`config.mk`:
```
export PLATFORM = sky130hd
export DESIGN_NAME = serial_adder
export DESIGN_NICKNAME = d
export VERILOG_FILES = /design/src/rtl/serial_adder.sv
export SDC_FILE = /design/constraint.sdc
export NUM_CORES = 1
export LEC_CHECK = 0
export ABC_AREA = 1
export BUFFER_PORTS_ARGS = -buffer_cell sky130_fd_sc_hd__buf_2
export CORE_MARGIN = 2
export CORE_UTILIZATION = 49
export CTS_BUF_LIST = sky130_fd_sc_hd__clkbuf_16
export DETAILED_ROUTE_END_ITERATION = 8
export GPL_ROUTABILITY_DRIVEN = 1
export PLACE_DENSITY = 0.71
export SETUP_SLACK_MARGIN = 0.2
export SYNTH_ARGS = -nofsm -noshare
export SYNTH_HDL_FRONTEND = slang
export SYNTH_HIERARCHICAL = 1
export SYNTH_SLANG_ARGS = --single-unit
export TNS_END_PERCENT = 50
```
`constraint.sdc`:
```
create_clock -name clk -period 1.95 [get_ports clk]
set_input_delay 0.2925 -clock clk [delete_from_list [all_inputs] [get_ports clk]]
set_output_delay 0.2925 -clock clk [all_outputs]
set_load 0.005 [all_outputs]
```
`src/rtl/serial_adder.sv`:
```
// Bit-serial adder: feeds one operand bit pair per clock, LSB first, through a
// single full_adder and collects the sum bits into a result register.

module full_adder (
  input  logic a,
  input  logic b,
  input  logic cin,
  output logic cout,
  output logic sum
);
  assign sum  = a ^ b ^ cin;
  assign cout = (a & b) | (a & cin) | (b & cin);
endmodule

module serial_adder #(
  parameter int unsigned WIDTH = 8
) (
  input  logic             clk,
  input  logic             rst,
  input  logic             start,
  input  logic [WIDTH-1:0] a,
  input  logic [WIDTH-1:0] b,
  input  logic             cin,
  output logic             busy,
  output logic             done,
  output logic [WIDTH-1:0] sum,
  output logic             cout
);
  localparam int unsigned CW = (WIDTH > 1) ? $clog2(WIDTH) : 1;

  typedef enum logic [1:0] {IDLE, ADD, DONE} state_e;

  state_e           state_q, state_d;
  logic [WIDTH-1:0] a_q, a_d;
  logic [WIDTH-1:0] b_q, b_d;
  logic [WIDTH-1:0] res_q, res_d;
  logic [WIDTH-1:0] sum_q, sum_d;
  logic [CW-1:0]    cnt_q, cnt_d;
  logic             carry_q, carry_d;
  logic             cout_q, cout_d;
  logic             busy_q, busy_d;
  logic             done_q, done_d;

  logic fa_sum;
  logic fa_cout;

  full_adder u_fa (
    .a    (a_q[0]),
    .b    (b_q[0]),
    .cin  (carry_q),
    .cout (fa_cout),
    .sum  (fa_sum)
  );

  // Next-state and datapath; busy/done are precomputed from the next state
  always_comb begin
    state_d = state_q;
    a_d     = a_q;
    b_d     = b_q;
    res_d   = res_q;
    sum_d   = sum_q;
    cnt_d   = cnt_q;
    carry_d = carry_q;
    cout_d  = cout_q;
    busy_d  = 1'b0;
    done_d  = 1'b0;
    case (state_q)
      IDLE: begin
        if (start) begin
          a_d     = a;
          b_d     = b;
          carry_d = cin;
          cnt_d   = '0;
          state_d = ADD;
          busy_d  = 1'b1;
        end
      end
      ADD: begin
        busy_d  = 1'b1;
        a_d     = a_q >> 1;
        b_d     = b_q >> 1;
        res_d   = (res_q >> 1) | (WIDTH'(fa_sum) << (WIDTH - 1));
        carry_d = fa_cout;
        cnt_d   = cnt_q + CW'(1);
        if (cnt_q == CW'(WIDTH - 1)) begin
          sum_d   = res_d;
          cout_d  = fa_cout;
          cnt_d   = '0;
          state_d = DONE;
          busy_d  = 1'b0;
          done_d  = 1'b1;
        end
      end
      DONE: begin
        state_d = IDLE;
      end
      default: begin
        state_d = IDLE;
      end
    endcase
  end

  always_ff @(posedge clk) begin
    if (rst) begin
      state_q <= IDLE;
      a_q     <= '0;
      b_q     <= '0;
      res_q   <= '0;
      sum_q   <= '0;
      cnt_q   <= '0;
      carry_q <= 1'b0;
      cout_q  <= 1'b0;
      busy_q  <= 1'b0;
      done_q  <= 1'b0;
    end else begin
      state_q <= state_d;
      a_q     <= a_d;
      b_q     <= b_d;
      res_q   <= res_d;
      sum_q   <= sum_d;
      cnt_q   <= cnt_d;
      carry_q <= carry_d;
      cout_q  <= cout_d;
      busy_q  <= busy_d;
      done_q  <= done_d;
    end
  end

  assign busy = busy_q;
  assign done = done_q;
  assign sum  = sum_q;
  assign cout = cout_q;

endmodule
```
==> implementation parameters, run 1 <==
Parameter                              Value

Status
  Result of the run    finished, final reports clean

Clock network
  Clock latency on the worst-skew pair    roughly 0.28 ns
  TritonCTS buffer count    5
  Post-CTS Setup Inserts    0
  TritonCTS clock tree    built
  Total number of H-tree levels    2
  Clock tree root driver cell    sky130_fd_sc_hd__clkbuf_16
  Resized Gates After CTS    0
  Number of sinks on the clock net    40
  Count of hold buffers inserted by post-cts repair    0
  Largest buffer count on any clock path    2
  Clock transition at the register clock pins on the worst setup and hold paths after CTS    0.06 ns

Floorplanning
  Core footprint    3630 um^2
  Effective utilization at floorplan    50.3%
  Floorplan die height    around 65 um
  Width of the chip    between 60 and 70 um
  Full die area    4240 um^2
  Ports    31
  Number of standard-cell rows in the floorplan    22

Place
  Number of buffers inserted by port buffering    30
  Half-perimeter wire length after placement    approximately 2400 um
  Placed inst area    slightly below 2000 um^2
  GP Congestion    slightly below 0.8

Logic synthesis
  Main combinational cell family by area after synthesis    simple AND/OR/NAND/NOR gates
  Post-synthesis cell area    about 1800 um^2
  Synthesis-stage register bit count    40
  Cells after Synth    approximately 260
  Adder-cell share of the synthesized area    under 10%
  Synthesized area per cell    slightly above 7 um^2
  Fraction of post-synthesis cell area in the top cell type by area    a little over two fifths
  Mux share of post-synthesis cell area    0%
  XOR/XNOR Fraction of Synth Area    0%
  Cell type contributing the most total cell area after synthesis    sky130_fd_sc_hd__dfxtp_1
  Seq/Total Area, Yosys    between 40% and 50%
  Yosys warnings    6
  Area fraction in and, or, nand and nor cells after synthesis    between 30% and 40%
  Area contributors post-synth    sky130_fd_sc_hd__dfxtp_1 (44%), sky130_fd_sc_hd__nand3_1 (12%), sky130_fd_sc_hd__nand2_1 (8.6%), sky130_fd_sc_hd__inv_1 (7.6%), sky130_fd_sc_hd__nor2_1 (4.9%)
  Syn Nets    between 200 and 300
  Complex-gate fraction of the synthesized area    a little over 7%
  Post-synth cell types    20

Route
  Routed via count    ~1600
  Post-Route WL    approximately 3700 um
  Average detailed-routed wire length per instance    ~11 um
  Number of nets with antenna violations after detailed routing    0
  Final routed DRC violation total    0
  Count of routing violations after the opening detailed-route iteration    96
  Routed vias/inst    between 4 and 5
  Detailed-routing iteration count for the pre-antenna-repair pass    4

Hold path
  Class of the tightest hold or removal check    in2reg
  Worst Hold Path Cells    3
  Hold path endpoint    b_q[2]
  Hold path startpoint    b[2]

Global route
  Fraction of met1 tracks used by global routing    ~24%
  Total GRT Usage    roughly a fifth
  Most used routing layer in global routing    met2
  Remaining Overflow, GRT    0
  Global-route wire length before repair    6490 um
  Vias in the first global route    roughly 1500
  Pin count of the biggest net entering global routing    37
  Antenna violations before repair    0
  Met2 Track Usage GR    approximately a third
  Global Route met3 Usage    under 10%

Timing
  Actual slew at the worst max-slew pin    roughly 0.42 ns
  Upper clock frequency limit    around 660 MHz
  Shortest period the worst path allows    between 1.5 and 2 ns
  Hold Vio Cnt, Final    0
  Setup tns final    0 ns
  Unrepaired setup endpoints after global routing    false
  Share of the clock period used by the worst path after layout    77.5%
  Max-slew headroom    71.7%
  Max Transition Viols Final    0
  Setup skew after layout    around 0.0037 ns
  Final-layout worst hold slack    roughly 0.24 ns
  # setup viols final    0

Worst setup path
  Reg-to-reg startpoint    cnt_q[0]
  Critical path, cell by cell    ha_1, ha_1, nand2_1, nand3_1, o21ai_1
  Longest individual stage delay on the worst path    0.37 ns
  Logic depth of the worst register-to-register path    5
  Data arrival at the endpoint of the critical path    about 1.7 ns
  Data required time at the worst endpoint    2.12 ns
  Register-to-Register Setup Slack    around 0.44 ns
  Standard cell with the maximum stage delay on the critical path    sky130_fd_sc_hd__ha_1
  Destination of the worst register-to-register timing path    sum[1]
  Maximum net fanout on the critical path    10
  Timing startpoint of the critical path    cnt_q[0]
  Kind of capture point of the worst setup path    flop
  Cell occurring most often along the worst timing path    sky130_fd_sc_hd__ha_1
  Critical path start-end classification    reg2reg
  Kind of launch point of the worst setup path    flop
  Category of cells accounting for the largest share of critical-path delay    adder cells
  Total buffers and inverters traversed by the critical path    0

Run
  Max-capacitance violation count    0

Pwr
  Static leakage    1.04 nW
  Switching power    between 0.0004 and 0.0005 W
  Combinational group share of total power    a little under an eighth
  Switching portion of total power    23.8%
  Sum of internal, switching and leakage power    0.00206 W
  Pwr Density    ~970 nW/um^2
  Sequential power share    between 40% and 50%
  Highest ir drop seen on vdd    just over 0.5 mV
  Cell internal power dissipation    roughly 0.0016 W
  Proportion of power drawn by the clock network    roughly 45%

Cells and area
  Total number of nets in the final design    approximately 300
  Design Area, Final    approximately 2100 um^2
  Count of filler cells inserted in the layout    between 300 and 400
  Total area of multi-input combinational cells    between 700 and 800 um^2
  Post-Route Utilization    slightly below 60%
  Relative area change from synthesis to final layout    16.8%
  Diode insertion count for antenna repair    0
  Fraction of final layout cells with drive strength greater than 1    17.0%
  Storage cell area    801 um^2
==> worst reg2reg max path: cells and delay by family (launching register included) <==
family | cells | cell delay (ns)
DFF | 1 | 0.36
and+or+nand+nor | 2 | 0.43
adders and majority gates | 2 | 0.54
AOI/OAI and AO/OA | 1 | 0.07
==> cell usage after synthesis (all sizes together) <==
cell type / count
a21oi: 16
ha: 2
nor2: 25
nand3b: 3
clkbuf: 2
fa: 1
inv: 40
nand3: 45
nand2: 43
o21ai: 10
dfxtp: 40
nor3: 15
buf: 14
==> sequential cells by signal (all words and copies together) (netlist names), 2 cells and up <==
| signal | count |
|---|---|
| cnt_q | 3 |
| b_q | 8 |
| state_q | 2 |
| res_q | 7 |
| a_q | 8 |
| sum | 8 |
==> logic make-up after synthesis <==
| family | after synthesis |
|---|---|
| and+or+nand+nor | 131 |
| buffers and inverters | 56 |
| adders and majority gates | 3 |
| AOI/OAI and AO/OA | 26 |
| DFF | 40 |
==> per-stage QoR <==
| step | cells | setup slack, ns |
|---|---|---|
| after detailed placement | 322 | 0.467 |
| after global placement | 322 | 0.572 |
| after global routing | 330 | 0.283 |
| after CTS | 330 | 0.424 |
| final | 330 | 0.438 |
| after floorplan | 256 | 0.714 |
==> power groups by stage <==
| stage | Sequential [W] | Clock (W) | Combinational, W |
|---|---|---|---|
| 2_1_floorplan | 0.000903 | 0 | 0.000198 |
| 3_3_place_gp | 0.000909 | 0 | 0.000241 |
| 3_5_place_dp | 0.000909 | 0 | 0.000243 |
| 4_1_cts | 0.000892 | 0.000944 | 0.000247 |
| 5_1_grt | 0.000898 | 0.000986 | 0.000288 |
| 6_report | 0.000892 | 0.000928 | 0.000244 |
==> worst max-delay path by stage <==
stage          endpoint  slack [ns]  cells past startpoint
2_1_floorplan      cout        0.71                      6
3_3_place_gp       cout        0.57                      5
3_5_place_dp     sum[1]        0.47                      5
4_1_cts          sum[2]        0.42                      5
5_1_grt          sum[2]        0.28                      5
6_report         sum[1]        0.44                      5
==> cells in the final DEF (no fill, tap or decap), drive strengths merged <==
cell type,instances
clkbuf,5
nor2,25
dfxtp,40
bufinv,1
nand3,45
inv,41
nand3b,3
nand2,43
fa,1
nor3,15
a21oi,16
clkinvlp,1
ha,2
buf,34
o21ai,10
==> area by class of cell <==
class	count	share of cell area, %
clock buffers	5	5.86
clock inverters	3	2.17
inverters	40	7.03
multi-input cells	160	36.2
flip-flops and latches	40	37.5
well taps	48	2.81
repair buffers	34	8.44
==> routing by layer <==
layer | routed length [um] | up-vias
li1 | - | 860
met1 | 1750 | 725
met2 | 1690 | 31
met3 | 164 | 7
met4 | 50 | 0
met5 | 0 | -
Power figures use the tool's default switching activity.
==> run 2, diff against run 1 <==
clock period = 1.4 ns   (was 1.95 ns; I/O delays follow)
==> run 2 against run 1 <==
Combinational power grew 61%. Clock power grew 37%. Core utilization grew 5.5 points. Global-route usage shrank 0.074 points. Sequential share of layout area shrank 2.8 points. Critical path depth grew 1. Cell area grew 9.3%. Register-to-register slack lost 0.26 ns. Sequential power grew 40%. Wire length grew 8.5%. Count of clock-buffer cells in the layout is the same. Clock skew is essentially flat. Largest power group unchanged.
==> implementation parameters, run 2 (synthesis gave the netlist of run 1 again) <==
Parameter                              Value

Floorplanning
  Effective utilization at floorplan    50.3%
  Floorplan die height    roughly 65 um
  Width of the chip    approximately 65 um
  Core footprint    3630 um^2
  Number of standard-cell rows in the floorplan    22
  Full die area    approximately 4200 um^2
  Ports    31

Global route
  Antenna violations before repair    0
  Remaining Overflow, GRT    0
  Global-route wire length before repair    roughly 6500 um
  Total GRT Usage    between 10% and 20%
  Pin count of the biggest net entering global routing    37
  Vias in the first global route    about 1500

Status
  Result of the run    finished, final reports clean

Place
  GP Congestion    between 0.7 and 0.8
  Dpl cells    roughly 330
  Half-perimeter wire length after placement    roughly 2500 um
  Placed inst area    2020 um^2
  Number of buffers inserted by port buffering    30

Cells and area
  Non-filler cells in the finished layout    between 300 and 400
  Post-Route Utilization    between 60% and 70%
  Relative area change from synthesis to final layout    27.7%
  Commonest non-fill, non-tap cells in the layout    sky130_fd_sc_hd__nand3_1 (44), sky130_fd_sc_hd__nand2_1 (40), sky130_fd_sc_hd__inv_1 (36)
  Leading cell type in the layout, fill and taps excluded    sky130_fd_sc_hd__nand3_1
  Count of filler cells inserted in the layout    about 340
  Total number of nets in the final design    approximately 320
  Design Area, Final    approximately 2300 um^2
  Diode insertion count for antenna repair    0
  Fraction of final layout cells with drive strength greater than 1    between 20% and 30%

Route
  Count of routing violations after the opening detailed-route iteration    157
  Detailed-routing iteration count for the pre-antenna-repair pass    4
  Routed via count    between 1500 and 2000
  Final routed DRC violation total    0
  Routed vias/inst    ~4.9
  Average detailed-routed wire length per instance    roughly 12 um
  Post-Route WL    3970 um
  Number of nets with antenna violations after detailed routing    0

Hold path
  Class of the tightest hold or removal check    in2reg

Timing
  Share of the clock period used by the worst path after layout    just under 90%
  Actual slew at the worst max-slew pin    0.221 ns
  Unrepaired setup endpoints after global routing    true
  Upper clock frequency limit    819 MHz
  Hold Vio Cnt, Final    0
  Setup skew after layout    between 0.003 and 0.004 ns
  Setup tns final    0 ns
  Max Transition Viols Final    0
  Max-slew headroom    approximately 85%
  Shortest period the worst path allows    ~1.2 ns
  # setup viols final    0

Pwr
  Static leakage    1.11 nW
  Highest ir drop seen on vdd    approximately 0.86 mV
  Pwr Density    about 1200 nW/um^2

Worst setup path
  Kind of launch point of the worst setup path    flop
  Kind of capture point of the worst setup path    flop
  Maximum net fanout on the critical path    5
  Register-to-Register Setup Slack    between 0.15 and 0.2 ns
  Data required time at the worst endpoint    1.61 ns
  Critical path start-end classification    reg2reg
  Data arrival at the endpoint of the critical path    1.43 ns

Run
  Max-capacitance violation count    0

Clock network
  Clock transition at the register clock pins on the worst setup and hold paths after CTS    ~0.060 ns
  Clock latency on the worst-skew pair    roughly 0.28 ns
  TritonCTS buffer count    5
  Count of hold buffers inserted by post-cts repair    0
  Number of sinks on the clock net    40
  Largest buffer count on any clock path    2
  TritonCTS clock tree    built
  Clock tree root driver cell    sky130_fd_sc_hd__clkbuf_16
  Total number of H-tree levels    2
==> run 2: layer usage <==
metal / wire length (um) / vias to the layer above / track usage [%]
li1: - / 878 / -
met1: 1910 / 748 / 24.6
met2: 1840 / 37 / 32.6
met3: 163 / 6 / 4.17
met4: 62 / 0 / 7.81
met5: 0 / - / 0
==> run 2: through the flow <==
stage	hold WS (ns)	setup WS (ns)	power [W]
finish	0.160	0.179	0.00292
global route	0.166	0.149	0.00305
CTS	0.156	0.201	0.00292
detailed placement	0.446	0.0487	0.00162
global placement	0.440	0.114	0.00162
floorplan	0.279	0.226	0.00153
==> run 2: final cells by class <==
type | count | area, um^2 | share of cell area [%]
repair buffers | 45 | 308 | 13.2
multi-input cells | 160 | 836 | 35.8
clock buffers | 5 | 125 | 5.36
inverters | 40 | 153 | 6.54
flip-flops and latches | 40 | 811 | 34.7
well taps | 48 | 60.1 | 2.57
clock inverters | 3 | 42.5 | 1.82
==> run 2: power by group <==
group | switching, W | leakage (nW) | internal [W] | total, W
sequential | 0.0000347 | 0.331 | 0.00121 | 0.00125
combinational | 0.000223 | 0.698 | 0.000171 | 0.000394
clock | 0.000438 | 0.0798 | 0.000836 | 0.00127
==> run 2: worst max-delay path: stages, from the launching register on <==
cell                      delay [ns]
sky130_fd_sc_hd__dfxtp_4        0.36
sky130_fd_sc_hd__ha_4           0.16
sky130_fd_sc_hd__ha_4           0.18
sky130_fd_sc_hd__buf_4          0.16
sky130_fd_sc_hd__nor2_1         0.10
sky130_fd_sc_hd__nand2_1        0.08
sky130_fd_sc_hd__a21oi_2        0.11
==> run 2: path summary, 6_finish.rpt <==
check	from	endpoint	cells past startpoint
max	cnt_q[0]	cnt_q[0]	6
min	a[4]	a_q[4]	3
max reg2reg	cnt_q[0]	cnt_q[0]	6
min reg2reg	cout	cout	2
==> run 2: repair_timing <==
item                                    CTS  global route
gates resized for setup                   5            20
hold endpoints to repair                  0             0
setup buffers                             2             4
endpoints found under the setup margin   20            31
pin swaps                                 1             4
